**config.mk**
```make
export PLATFORM = sky130hd
export DESIGN_NAME = hist_bin_reader
export DESIGN_NICKNAME = d
export VERILOG_FILES = /design/src/rtl/hist_bin_reader.sv
export SDC_FILE = /design/constraint.sdc
export NUM_CORES = 1
export LEC_CHECK = 0
export ABC_AREA = 1
export ABC_CLOCK_PERIOD_IN_PS = 10450
export CORE_MARGIN = 8
export CORE_UTILIZATION = 62
export CTS_BUF_LIST = sky130_fd_sc_hd__clkbuf_8
export CTS_CLUSTER_SIZE = 30
export DETAILED_ROUTE_END_ITERATION = 7
export PLACE_DENSITY = 0.84
export SLEW_MARGIN = 20
export SYNTH_ARGS = -nofsm -noshare
export SYNTH_HDL_FRONTEND = slang
export SYNTH_SLANG_ARGS = --single-unit
```
**constraint.sdc**
```tcl
create_clock -name clk -period 10.45 [get_ports clk]
set_input_delay 2.09 -clock clk [delete_from_list [all_inputs] [get_ports clk]]
set_output_delay 2.09 -clock clk [all_outputs]
set_load 0.03 [all_outputs]
```
**src/rtl/hist_bin_reader.sv**
```systemverilog
// Histogram bin reader: debounced KEY steps through bins, reads each count and converts it to 4 BCD digits.
// Optional build macro HIST_AUTO_SCAN_EN adds a periodic auto-step timer.
module hist_bin_reader #(
    parameter int unsigned NUM_BINS     = 11,
    parameter int unsigned DATA_W       = 14,
    parameter int unsigned DEBOUNCE_CYC = 500000,
`ifdef HIST_AUTO_SCAN_EN
    parameter int unsigned AUTO_CYC     = 50000000,
`endif
    parameter int unsigned REFRESH_CYC  = 2500000
) (
    input  logic              clk,
    input  logic              rst,
    input  logic              step_n,
    output logic [3:0]        rd_addr,
    input  logic [DATA_W-1:0] rd_data,
    output logic [3:0]        bin_idx,
    output logic [3:0]        digit0,
    output logic [3:0]        digit1,
    output logic [3:0]        digit2,
    output logic [3:0]        digit3,
    output logic              valid,
    output logic              upd,
    output logic              busy,
    output logic              ovf
);

    localparam int unsigned DB_W  = $clog2(DEBOUNCE_CYC + 1);
    localparam int unsigned REF_W = $clog2(REFRESH_CYC + 1);
    localparam int unsigned CNT_W = $clog2(DATA_W + 1);
    localparam int unsigned SR_W  = 16 + DATA_W;

    typedef enum logic [2:0] {IDLE, READ, CAPT, CONV, DONE} state_t;

    logic [1:0]       sync;
    logic             db_level;
    logic [DB_W-1:0]  db_cnt;
    logic             step_pulse;
    logic             auto_step;
    logic             step_evt;
    logic [REF_W-1:0] ref_cnt;
    logic             ref_tick;
    logic             pend_step;
    logic             pend_ref;
    logic             init_pend;
    logic             do_step;
    logic             do_trig;
    logic             accept;
    logic [3:0]       next_idx;
    state_t           state;
    logic [3:0]       tgt_idx;
    logic [SR_W-1:0]  sr;
    logic [CNT_W-1:0] bit_cnt;
    logic             big;

    // Synchronize the key, accept a level only after DEBOUNCE_CYC identical samples, pulse on press.
    always_ff @(posedge clk or posedge rst) begin
        if (rst) begin
            sync       <= 2'b11;
            db_level   <= 1'b1;
            db_cnt     <= '0;
            step_pulse <= 1'b0;
        end else begin
            sync       <= {sync[0], step_n};
            step_pulse <= 1'b0;
            if (sync[1] != db_level) begin
                if (db_cnt == DB_W'(DEBOUNCE_CYC - 1)) begin
                    db_level   <= sync[1];
                    db_cnt     <= '0;
                    step_pulse <= db_level;
                end else begin
                    db_cnt <= db_cnt + DB_W'(1);
                end
            end else begin
                db_cnt <= '0;
            end
        end
    end

`ifdef HIST_AUTO_SCAN_EN
    localparam int unsigned AUTO_W = $clog2(AUTO_CYC + 1);
    logic [AUTO_W-1:0] auto_cnt;

    // Periodic auto-advance; a manual press restarts the period.
    always_ff @(posedge clk or posedge rst) begin
        if (rst) begin
            auto_cnt  <= '0;
            auto_step <= 1'b0;
        end else begin
            auto_step <= 1'b0;
            if (step_pulse) begin
                auto_cnt <= '0;
            end else if (auto_cnt == AUTO_W'(AUTO_CYC - 1)) begin
                auto_cnt  <= '0;
                auto_step <= 1'b1;
            end else begin
                auto_cnt <= auto_cnt + AUTO_W'(1);
            end
        end
    end
`else
    assign auto_step = 1'b0;
`endif

    assign step_evt = step_pulse | auto_step;
    assign ref_tick = (ref_cnt == REF_W'(REFRESH_CYC - 1));
    assign do_step  = step_evt | pend_step;
    assign do_trig  = do_step | ref_tick | pend_ref | init_pend;
    assign accept   = (state == IDLE) && do_trig;
    assign next_idx = !do_step ? bin_idx :
                      (bin_idx == 4'(NUM_BINS - 1)) ? 4'd0 : bin_idx + 4'd1;

    // Refresh timer restarts whenever a trigger is taken.
    always_ff @(posedge clk or posedge rst) begin
        if (rst) begin
            ref_cnt <= '0;
        end else if (accept || ref_tick) begin
            ref_cnt <= '0;
        end else begin
            ref_cnt <= ref_cnt + REF_W'(1);
        end
    end

    // One double-dabble iteration: add 3 to every BCD nibble >= 5, then shift left.
    function automatic logic [SR_W-1:0] dabble(input logic [SR_W-1:0] v);
        logic [SR_W-1:0] r;
        r = v;
        for (int i = 0; i < 4; i++) begin
            if (r[DATA_W + 4*i +: 4] >= 4'd5) begin
                r[DATA_W + 4*i +: 4] = r[DATA_W + 4*i +: 4] + 4'd3;
            end
        end
        return r << 1;
    endfunction

    // Read/convert sequencer; display registers change only in DONE.
    always_ff @(posedge clk or posedge rst) begin
        if (rst) begin
            state     <= IDLE;
            rd_addr   <= '0;
            bin_idx   <= '0;
            digit0    <= '0;
            digit1    <= '0;
            digit2    <= '0;
            digit3    <= '0;
            valid     <= 1'b0;
            upd       <= 1'b0;
            busy      <= 1'b0;
            ovf       <= 1'b0;
            tgt_idx   <= '0;
            sr        <= '0;
            bit_cnt   <= '0;
            big       <= 1'b0;
            pend_step <= 1'b0;
            pend_ref  <= 1'b0;
            init_pend <= 1'b1;
        end else begin
            upd <= 1'b0;
            if (state != IDLE) begin
                if (step_evt) pend_step <= 1'b1;
                if (ref_tick) pend_ref  <= 1'b1;
            end
            case (state)
                IDLE: begin
                    if (do_trig) begin
                        rd_addr   <= next_idx;
                        tgt_idx   <= next_idx;
                        pend_step <= 1'b0;
                        pend_ref  <= 1'b0;
                        init_pend <= 1'b0;
                        busy      <= 1'b1;
                        state     <= READ;
                    end
                end
                READ: state <= CAPT;
                CAPT: begin
                    sr      <= {16'd0, rd_data};
                    big     <= 32'(rd_data) > 32'd9999;
                    bit_cnt <= '0;
                    state   <= CONV;
                end
                CONV: begin
                    sr      <= dabble(sr);
                    bit_cnt <= bit_cnt + CNT_W'(1);
                    if (bit_cnt == CNT_W'(DATA_W - 1)) state <= DONE;
                end
                DONE: begin
                    bin_idx <= tgt_idx;
                    if (big) begin
                        digit0 <= 4'd9;
                        digit1 <= 4'd9;
                        digit2 <= 4'd9;
                        digit3 <= 4'd9;
                    end else begin
                        digit0 <= sr[DATA_W      +: 4];
                        digit1 <= sr[DATA_W + 4  +: 4];
                        digit2 <= sr[DATA_W + 8  +: 4];
                        digit3 <= sr[DATA_W + 12 +: 4];
                    end
                    ovf   <= big;
                    valid <= 1'b1;
                    upd   <= 1'b1;
                    busy  <= 1'b0;
                    state <= IDLE;
                end
                default: state <= IDLE;
            endcase
        end
    end

endmodule

```
==> impl_results.md, run 1 <==
* Fin Setup TNS at 0 ns
* Fraction of layout cells with a size suffix above 1 at 0.0701
* Final setup violation count at 0
* Die width at 111 um
* CP max FO at 6
* Post-synthesis adder-cell area fraction at 0.0268
* Leak pwr at 2.92 nW
* Final HPWL DP at 8220 um
* Starting DRC count in detailed routing at 297
* Final min period at 3.65 ns
* Most frequent cells in the layout: nor2_1 (141), nand2_1 (138), dfrtp_1 (110)
* Mux cell area share after synthesis at 0
* Netlist Area Pre-Place at 5590 sq um
* Root buffer cell: clkbuf_8
* # resized after CTS at 0
* Largest family of logic cells by synthesized area: simple AND/OR/NAND/NOR gates
* Max-Cap Viols at 0
* Post-Syn Nets at 721
* Synth Area in Compound Gates at 0.115
* Syn avg cell area at 8.08 sq um
* CTS tree: built
* Number of antenna violations at the first check in global routing at 0
* DR DRC count at 0
* Antenna Nets Post-Route at 0
* Post-CTS Setup Bufs at 0
* Least-Margin Pin Slew at 0.961 ns
* Global-route wire length before repair at 21100 um
* Final Slew Violations at 0
* Vias/cell at 5.51
* Final Hold Vio Count at 0
* Post-synthesis sequential area ratio at 0.511
* Area occupied by multi-input gates at 2360 sq um
* Cell row count at 34
* Area delta synth->final at 16.6%
* Top FF cell, synth: dfrtp_1
* Worst slack, placed at 6.60 ns
* CP delay by family, top: buffers and inverters
* Routed WL at 12000 um
* Worst EP required at 8.36 ns
* Synth area leader: dfrtp_1
* Chip height at 111 um
* Worst R2R Setup Slack at 8.35 ns
* CP Launch Type: flip-flop
* Reg2reg path depth at 4
* Routability cong. at 0.881
* Clock transition at the registers of the reported paths at 0.07 ns
* Total global routing track utilization at 0.203
* Nets@finish at 772
* Wire per inst at 13.8 um
* Power per cell area at 139 nW/um^2
* Sink Count at 114
* Clk_skew at 0.00785 ns
* HP Class: reg -> reg
* Antenna Cells at 0
* Commonest non-fill, non-tap cell in the layout: nor2_1
* Largest net degree at the start of global routing at 73
* Clock Tree Buf Depth at 2
* Max transition margin at 0.355
* Grt ovf at 0
* Period utilization at 0.350
* Number of flops mapped to enable cells by yosys at 0
* Worst setup margin at 6.80 ns
* Worst setup path class: reg -> out
* Critical path's largest stage delay at 0.71 ns
* Hold Crit Endpoint: sync[1]$_DFF_PP1_
* Synth Instances at 692
* Fill cells at 603
* Netlist cell types at 38
* CTS buffer count at 17
* Area share of the largest cell type after synthesis at 0.492
* WHS Path Cells at 0
* Clk_lat worst skew at 0.43 ns
* PortBufs at 44
* Crit Reg-Reg Endpoint: sr[20]$_DFFE_PP0P_
* Ys async rst share at 1.00
* Ports at 45
* Worst-path cell chain: clkdlybuf4s50_1
* RSZ-0062 raised after global routing: false
* F_max at 0.274 GHz
* CP arrival at 1.56 ns
* Core footprint at 8720 sq um
* Starting Density at 0.641
* Simple-gate area share of the yosys netlist at 0.257
* Sequential Area at 2860 sq um
* Post-Synth XOR/XNOR Area at 0.0235
* Vias in the first global route at 4705
* Synth Register Bits at 114
* Die ar. at 12300 sq um
* Router iterations before antenna repair at 5
* Slowest CP cell: clkdlybuf4s50_1
* Cts hold-fix bufs at 0
* Hold Startpoint: sync[0]$_DFF_PP1_
* YS warnings at 0
* Largest cells by area after synthesis: dfrtp_1 (49%), nor2_1 (9.5%), nand2_1 (9.3%)
* Reg2reg start: state[2]$_DFFE_PP0P_
* Critical Path End Type: primary output
* Run status: complete, no violations
* Max H-tree Level at 4
* Worst VDD drop at 0.0881 mV
* WP buf/inv at 1
* Via count at 4762
[routing by layer]
| layer | global-route usage | up-vias | wire length, um |
|---|---|---|---|
| met5 | 0 | - | 0 |
| met4 | 0.0703 | 0 | 150 |
| met3 | 0.0563 | 13 | 700 |
| met2 | 0.328 | 137 | 5880 |
| met1 | 0.255 | 2287 | 5230 |
| li1 | - | 2325 | - |
[worst max-delay path by stage]
stage                      startpoint  cells after the start  slack, ns           endpoint
2_1_floorplan                     rst                      1       5.35    big$_DFFE_PP0N_
3_3_place_gp                      rst                      3       6.60  valid$_DFFE_PP0P_
3_5_place_dp                      rst                      3       6.60  valid$_DFFE_PP0P_
4_1_cts        bin_idx[1]$_DFFE_PP0P_                      1       6.78         bin_idx[1]
5_1_grt        bin_idx[1]$_DFFE_PP0P_                      1       6.74         bin_idx[1]
6_report       bin_idx[1]$_DFFE_PP0P_                      1       6.80         bin_idx[1]
[cell families after synthesis]
logic type,Yosys count
buf+inv,92
simple gates,345
compound gates,114
flops,114
fa+ha+maj,12
xor+xnor,15
[power by group]
part | switching, mW | internal (mW)
clock network | 0.182 | 0.258
logic | 0.0124 | 0.00715
registers | 0.00119 | 0.443
[synthesized netlist by cell type, types with 3 or more instances]
library cell	number
nand2_2	3
nand2_1	138
o21ai_0	48
clkbuf_1	7
o211ai_1	5
a21oi_1	33
ha_1	12
nor2_2	3
a31oi_1	4
nand3_1	37
xnor2_1	5
o32ai_1	3
dfrtp_1	110
xor2_1	10
buf_6	4
nor2_1	141
nor3_1	11
inv_1	76
o22ai_1	12
dfstp_2	4
nor2_4	4
[flip-flops by register name (all words and copies together) (netlist names), 4 cells and up]
| name | count |
|---|---|
| tgt_idx | 4 |
| digit1 | 4 |
| db_cnt | 19 |
| sr | 30 |
| digit3 | 4 |
| digit2 | 4 |
| digit0 | 4 |
| bit_cnt | 4 |
| bin_idx | 4 |
| ref_cnt | 22 |
[cell type report]
| class | count | share of cell area |
|---|---|---|
| Tap cell | 108 | 0.0207 |
| Clock inverter | 15 | 0.0293 |
| Sequential cell | 114 | 0.438 |
| Multi-Input combinational cell | 486 | 0.362 |
| Clock buffer | 17 | 0.0359 |
| Timing Repair Buffer | 45 | 0.0687 |
| Inverter | 79 | 0.0458 |
[metrics by stage]
| stage | instance area [sq um] | instances | total power [mW] | hold slack [ns] | util |
|---|---|---|---|---|---|
| final | 6520 | 864 | 0.904 | 0.356 | 0.748 |
| after global placement | 6100 | 832 | 0.472 | 0.352 | 0.699 |
| after detailed placement | 6100 | 832 | 0.472 | 0.347 | 0.699 |
| after floorplan | 5590 | 692 | 0.462 | 0.345 | - |
| after global routing | 6520 | 864 | 0.933 | 0.358 | 0.748 |
| after CTS | 6520 | 864 | 0.910 | 0.357 | 0.748 |
Power figures use the tool's default switching activity.
==> run 2, diff against run 1 <==
Settings changed: ABC_CLOCK_PERIOD_IN_PS 10450 to 3700, CORE_UTILIZATION 62 to 60, PLACE_DENSITY 0.84 to 0.82.
Clock period 10.45 ns to 3.7 ns, I/O delays scaled along.
==> impl_results.md, run 2 (synthesis gave the netlist of run 1 again) <==
* CP Launch Type: flip-flop
* Worst VDD drop at 0.232 mV (+160%)
* Tot Pwr at 2.57 mW (+180%)
* Vias in the first global route at 4604 (-2.1%)
* Wire per inst at 14.0 um (+1.4%)
* Cell row count at 35 (+2.9%)
* Worst EP required at 2.96 ns (-5.40 ns)
* Cts hold-fix bufs at 0 (unchanged)
* Grt ovf at 0 (unchanged)
* Max reg flops at 30 (unchanged)
* Final HPWL DP at 8470 um (+3.0%)
* Final setup violation count at 0 (unchanged)
* Core footprint at 9150 sq um (+4.9%)
* PortBufs at 44 (unchanged)
* RSZ-0062 raised after global routing: false
* Commonest non-fill, non-tap cell in the layout: nor2_1
* HP Class: reg -> reg
* Period utilization at 0.619
* Worst-path cell chain: clkdlybuf4s50_1
* Clk_lat worst skew at 0.42 ns (about the same)
* Die width at 113 um (+1.4%)
* Max-Cap Viols at 0 (unchanged)
* Post-CTS Setup Bufs at 0 (unchanged)
* Chip height at 113 um (+1.4%)
* Total global routing track utilization at 0.200 (-0.00299)
* F_max at 0.437 GHz
* Ports at 45 (unchanged)
* Fin Setup TNS at 0 ns (unchanged)
* # resized after CTS at 0 (unchanged)
* Leak pwr at 2.93 nW (+0.22%)
* Final Hold Vio Count at 0 (unchanged)
* Antenna Cells at 0 (unchanged)
* CP delay by family, top: buffers and inverters
* Final Slew Violations at 0 (unchanged)
* CP arrival at 1.55 ns (about the same)
* Critical Path End Type: primary output
* Max transition margin at 0.337 (-0.0183)
* Clock transition at the registers of the reported paths at 0.07 ns (about the same)
* Run status: complete, no violations
* Router iterations before antenna repair at 5 (unchanged)
* Placed cell area at 6120 sq um (+0.41%)
* Number of antenna violations at the first check in global routing at 0 (unchanged)
* Dpl cells at 836 (+0.48%)
* Antenna Nets Post-Route at 0 (unchanged)
* Largest net degree at the start of global routing at 59 (-19%)
* Fraction of layout cells with a size suffix above 1 at 0.0727 (+0.00255)
* Nets@finish at 773 (+0.13%)
* Slowest CP cell: clkdlybuf4s50_1
* WP buf/inv at 1 (unchanged)
* Layout Cells excl Fill at 868 (+0.46%)
* Final min period at 2.29 ns
* Top reg by flops: sr
* Power per cell area at 392 nW/um^2 (+180%)
* Routed WL at 12200 um (+1.9%)
* Global-route wire length before repair at 20800 um (-1.7%)
* Starting DRC count in detailed routing at 335 (+13%)
* Starting Density at 0.611 (-0.0303)
* Die ar. at 12700 sq um (+2.8%)
* Max H-tree Level at 4 (unchanged)
* Sink Count at 114 (unchanged)
* Clk_skew at 0.00919 ns (+0.00134 ns)
* Area delta synth->final at 17.2%
* Critical path's largest stage delay at 0.70 ns (about the same)
* Vias/cell at 5.46 (-0.98%)
* CP max FO at 6 (unchanged)
* Worst R2R Setup Slack at 1.66 ns (-6.69 ns)
* Worst setup path class: reg -> out
* Via count at 4737 (-0.52%)
* Clock Tree Buf Depth at 2 (unchanged)
* Post-layout instance area at 6560 sq um (+0.54%)
* CTS tree: built
* CTS buffer count at 17 (unchanged)
* Routability cong. at 0.877 (-0.44%)
* Most frequent cells in the layout: nor2_1 (141), nand2_1 (138), dfrtp_1 (110)
* Biggest regs: sr: 30 flops, ref_cnt: 22 flops, db_cnt: 19 flops
* Least-Margin Pin Slew at 0.988 ns (+0.0273 ns)
* DR DRC count at 0 (unchanged)
* Finished Core Util at 0.717 (-0.0315)
* Root buffer cell: clkbuf_8
## run 2: cell types whose count changed in the layout (fill, tap and decap cells not counted), sizes merged
| cell | change |
|---|---|
| clkinv | +1 |
| clkbuf | +1 |
| inv | -3 |
| clkinvlp | +1 |
| buf | +1 |
## run 2: final timing paths
path                                        start               endpoint  cells after the start
max reg2reg                  state[2]$_DFFE_PP0P_     sr[16]$_DFFE_PP0P_                      4
min                             sync[0]$_DFF_PP1_      sync[1]$_DFF_PP1_                      0
min in group asynchronous                     rst  ref_cnt[19]$_DFF_PP0_                      2
min reg2reg                     sync[0]$_DFF_PP1_      sync[1]$_DFF_PP1_                      0
max                        bin_idx[1]$_DFFE_PP0P_             bin_idx[1]                      1
max in group asynchronous                     rst   db_level$_DFFE_PP1P_                      3
## run 2: area by class of cell
type | count | area (sq um)
clock buffer | 18 | 248
multi-input combinational | 486 | 2360
tap | 111 | 139
inverter | 79 | 300
sequential | 114 | 2860
fill | 674 | 2590
clock inverter | 14 | 188
timing repair buffer | 46 | 468
## run 2: where the power goes
| part | leakage (nW) | switching [mW] | internal (mW) | total, mW |
|---|---|---|---|---|
| logic | 1.18 | 0.0360 | 0.0224 | 0.0583 |
| registers | 1.54 | 0.00298 | 1.25 | 1.25 |
| clock network | 0.210 | 0.515 | 0.748 | 1.26 |
| total | 2.93 | 0.553 | 2.02 | 2.57 |
## run 2: metal layers
metal	global-route usage	vias up	wire length, um
li1	-	2328	-
met1	0.250	2236	5300
met2	0.321	148	5910
met3	0.0488	25	709
met4	0.0899	0	263
met5	0	-	0
## run 2: stage by stage
stage	hold WS, ns	worst slack [ns]
floorplan	0.345	1.58
global route	0.361	1.37
global placement	0.346	1.67
CTS	0.355	1.39
detailed placement	0.352	1.63
finish	0.358	1.41
==> edit 1 (settings of run 2) <==
Set the parameter `REFRESH_CYC` to 5000000 (it was 2500000).
--- a/src/rtl/hist_bin_reader.sv
+++ b/src/rtl/hist_bin_reader.sv
@@ -7,7 +7,7 @@
 `ifdef HIST_AUTO_SCAN_EN
     parameter int unsigned AUTO_CYC     = 50000000,
 `endif
-    parameter int unsigned REFRESH_CYC  = 2500000
+    parameter int unsigned REFRESH_CYC  = 5000000
 ) (
     input  logic              clk,
     input  logic              rst,
Formal check against the unedited RTL: no difference found for any inputs over 10 cycles, from zero or initial values and one cycle with rst high; that may be too few to reach the edited logic, so the function may still have changed.
==> edit 1 against run 2 <==
- clock power grew 11%
- worst setup slack worse by 0.032 ns
- count of clock-buffer cells in the layout rose by 1
- area after synthesis is 2.5% higher
- non-clock buffer count down 1
- via count rose by 1.3%
- first-iteration DRC count shrank 3.6%
- combinational power decreased by 3%
- sequential cell count grew 1
- fmax fell by 1.4%
- power increased by 5.6%
- cell area up 3.2%
- wire length grew 3.8%
==> edit 1: results (changes against run 2) <==
GRT
  • GRT Util Overall: 20.86% (+0.89 points)
  • Largest net degree at the start of global routing: 91 (+54%)
  • Vias in the first global route: 4834 (+5.0%)
  • Global routing usage on met1: 25.66% (+0.69 points)
  • Met2 usage: 33.65% (+1.5 points)
  • First-pass GRT wire length: 21630 um (+4.1%)
  • Met3 usage: 6.022% (+1.1 points)

Layout
  • Layout Nets: 778 (+0.65%)
  • Sequential Area: 2883 um^2 (+0.88%)
  • Top Registers: sr: 30 flops, ref_cnt: 23 flops, db_cnt: 19 flops
  • Footprint of the multi-input gates: 2486 um^2 (+5.4%)
  • Buffering overhead: 6.803% (-0.33 points)
  • Comb_multi_in: 491 (+1.0%)
  • Area grow syn2layout: 17.97%
  • Layout cells sized above 1: 9.055% (+1.8 points)
  • Clk tree area frac: 7.044% (+0.41 points)
  • Clock buffer count in the final layout: 19 (+1)
  • Fillers: 686 (+1.8%)
  • Non-clock buffer count: 45 (-2.2%)
  • Seq cells: 115 (+0.88%)

Routing
  • Via density: 5.387 (-1.3%)
  • Met2 wire length: 6181 um (+4.5%)
  • Average wire per standard cell: 14.20 um (+1.2%)
  • Initial DRC count: 323 (-3.6%)
  • DRT met1 WL: 5497 um (+3.8%)
  • Final wirelength: 12650 um (+3.8%)
  • WL met3: 769 um (+8.5%)

Logic synthesis
  • Synth area leaders: dfrtp_1, nand2_1, nor2_1, inv_1, o21ai_0
  • Post-synth top cells: nand2_1, nor2_1, dfrtp_1, inv_1, o21ai_0
  • Synth Instances: 697 (+0.72%)
  • Yosys cell types: 41 (+7.9%)
  • Seq/Total Area, Yosys: 50.25% (-0.83 points)
  • Synthesized net count: 726 (+0.69%)

Placed design
  • Dpl cell area: 6291 um^2 (+2.7%)
  • RD Place Congestion: 0.8922 (+1.8%)
  • HPWL after DPL: 8939 um (+5.5%)
  • Cells after DPL: 859 (+2.8%)

Setup path
  • R2r worst-path depth: 6 (+2)
  • Reg-to-Reg Start: state[0]$_DFFE_PP0P_
  • CP max stage cell: clkdlybuf4s50_1
  • Reg-to-Reg End: sr[15]$_DFFE_PP0P_
  • Worst path arrival time: 1.58 ns (+0.03 ns)

Pwr
  • Pleak: 3.021 nW (+3.1%)
  • Net Sw Power: 0.5406 mW (-2.3%)
  • Worst IR drop on VDD: 0.0002982 V (+28%)

Run status
  • Status: complete, no violations

Timing
  • Setup slack after layout: 1.378 ns (-0.03197 ns)
  • Worst hold slack: 0.3563 ns (-0.002029 ns)
  • Layout Skew: 0.009985 ns (+0.0007944 ns)
  • Worst rel slew slack: 37.72% (+4.1 points)

Min path
  • Hold Path Depth: 0 (unchanged)

CTS
  • Worst-Skew Late Latency: 0.44 ns (+0.02 ns)
-- edit 1: cell count changes in the layout (fill, tap and decap cells not counted), sizes merged, moves of 3 or more --
cell,run 2,this run
nand4,1,5
nor2,148,145
clkinv,8,2
nand2,141,138
nand3,38,43
inv,76,81
xor2,10,16
-- edit 1: cells by family after synthesis --
kind of cell	count (synthesis)	synth area share, %
xor+xnor	21	3.206
flops	115	50.25
compound gates	112	11.01
buf+inv	91	6.412
simple gates	346	26.50
fa+ha+maj	12	2.617
-- edit 1: power by group through the flow --
| stage | registers (mW) | clock network [mW] | logic (mW) |
|---|---|---|---|
| 2_1_floorplan | 1.29 | 0 | 0.0278 |
| 3_3_place_gp | 1.29 | 0 | 0.0581 |
| 3_5_place_dp | 1.29 | 0 | 0.0585 |
| 4_1_cts | 1.27 | 1.40 | 0.0587 |
| 5_1_grt | 1.26 | 1.47 | 0.0660 |
| 6_report | 1.27 | 1.40 | 0.0568 |
==> edit 2 (settings of run 2) <==
Without the edit above. Re-encode `state_t` (5 states) as one-hot, 5 bits wide.
--- a/src/rtl/hist_bin_reader.sv
+++ b/src/rtl/hist_bin_reader.sv
@@ -30,7 +30,7 @@
     localparam int unsigned CNT_W = $clog2(DATA_W + 1);
     localparam int unsigned SR_W  = 16 + DATA_W;
 
-    typedef enum logic [2:0] {IDLE, READ, CAPT, CONV, DONE} state_t;
+    typedef enum logic [4:0] {IDLE = 5'b00001, READ = 5'b00010, CAPT = 5'b00100, CONV = 5'b01000, DONE = 5'b10000} state_t;
 
     logic [1:0]       sync;
     logic             db_level;
Check against the original RTL: no difference found for any inputs over 10 cycles, from zero or initial values and one cycle with rst high; not proved beyond that.
==> edit 2 against run 2 <==
- core utilization grew 0.49 points
- worst setup slack lost 0.015 ns
- sequential share of layout area grew 0.27 points
- wire length grew 0.78%
- clock skew grew 0.0040 ns
- largest power group unchanged
- critical path type unchanged
- non-clock buffer count grew 1
- area after synthesis grew 0.85%
- first-iteration DRC count grew 2.4%
- power grew 2.9%
- global-route usage shrank 0.17 points
- cell area grew 1.2%
- clock power grew 4%
- critical path depth is the same
- sequential cell count grew 2
==> edit 2: results (changes against run 2) <==
Run status
  • Status: complete, no violations

GRT
  • Vias in the first global route: 4430 (-3.8%)
  • Largest net degree at the start of global routing: 38 (-36%)
  • First-pass GRT wire length: 20640 um (-0.66%)
  • GRT Util Overall: 19.80% (-0.17 points)

Routing
  • Initial DRC count: 343 (+2.4%)
  • Final wirelength: 12280 um (+0.78%)
  • Routed via count: 4614 (-2.6%)

Logic synthesis
  • Seq/Total Area, Yosys: 51.56% (+0.48 points)
  • Yosys cell types: 40 (+5.3%)
  • Post-synth top cells: nor2_1, dfrtp_1, nand2_1, inv_1, o21ai_0
  • Synth Instances: 664 (-4.0%)
  • Synth area leaders: dfrtp_1, nor2_1, nand2_1, o21ai_0, inv_1
  • Synth warn: 0 (unchanged)
  • FF+latch count, synth: 116 (+1.8%)
  • Top-area cell type share of the netlist area: 49.23% (about the same)

Placed design
  • DP Worst Slack: 1.422 ns (-0.2093 ns)
  • Dpl cell area: 6187 um^2 (+1.0%)
  • RD Place Congestion: 0.8619 (-1.7%)
  • Cells after DPL: 810 (-3.1%)
  • HPWL after DPL: 8632 um (+1.9%)

Timing
  • Layout Skew: 0.01324 ns (+0.004046 ns)

Layout
  • Footprint of the multi-input gates: 2360 um^2 (about the same)
  • Fillers: 655 (-2.8%)
  • Clk tree area frac: 6.751% (+0.11 points)
  • Non-clock buffer count: 47 (+2.2%)
  • Layout Nets: 747 (-3.4%)
  • Comb_multi_in: 456 (-6.2%)
  • Layout cells sized above 1: 9.713% (+2.4 points)
  • Inverters: 80 (+1.3%)

Pwr
  • Pleak: 2.974 nW (+1.5%)
  • Worst IR drop on VDD: 0.0002562 V (+10%)

Setup path
  • Largest stage delay, worst path: 0.71 ns

CTS
  • Resize count post-CTS: 0 (unchanged)
==> edit 2: cell types whose count changed after synthesis, moves of 5 or more <==
cell       delta
nand2_1      -31
nor2_1       -23
o21ai_0      +17
a21oi_1      -15
a2bb2oi_1     +8
nand4_1       +6
xor2_1        +5
==> edit 2: layer usage <==
layer / vias to the layer above / share of wire, % / global-route usage (%) / wire length (um)
li1: 2268 / - / - / -
met1: 2213 / 46 / 26.89 / 5690
met2: 117 / 47 / 30.81 / 5822
met3: 16 / 5.1 / 4.739 / 632
met4: 0 / 1.1 / 6.128 / 135
met5: - / 0 / 0 / 0
==> edit 2: logic make-up after synthesis <==
family                   share of synthesized area, %
buffers and inverters                           6.609
XOR/XNOR                                        3.571
flip-flops                                      51.56
AND/OR/NAND/NOR                                 23.95
adder cells (fa/ha/maj)                         2.661
AO/OA/AOI/OAI                                   11.64
==> edit 2: final timing paths <==
check / cells past startpoint / slack [ns] / start / to
worst max-delay path: 1 / 1.40 / bin_idx[1]$_DFFE_PP0P_ / bin_idx[1]
worst min-delay path: 0 / 0.36 / sync[0]$_DFF_PP1_ / sync[1]$_DFF_PP1_
worst max register to register: 5 / 1.40 / state[1]$_DFFE_PP0P_ / sr[6]$_DFFE_PP0N_
worst min register to register: 0 / 0.36 / sync[0]$_DFF_PP1_ / sync[1]$_DFF_PP1_
max in group asynchronous: 3 / 2.03 / rst / init_pend$_DFFE_PP1P_
min in group asynchronous: 2 / 0.82 / rst / ref_cnt[3]$_DFF_PP0_
==> edit 2: power by group <==
part	switching, mW	internal, mW	total, mW
Combinational	0.0389	0.0248	0.0637
Sequential	0.00402	1.27	1.28
Clock	0.547	0.760	1.31
Total	0.590	2.06	2.65
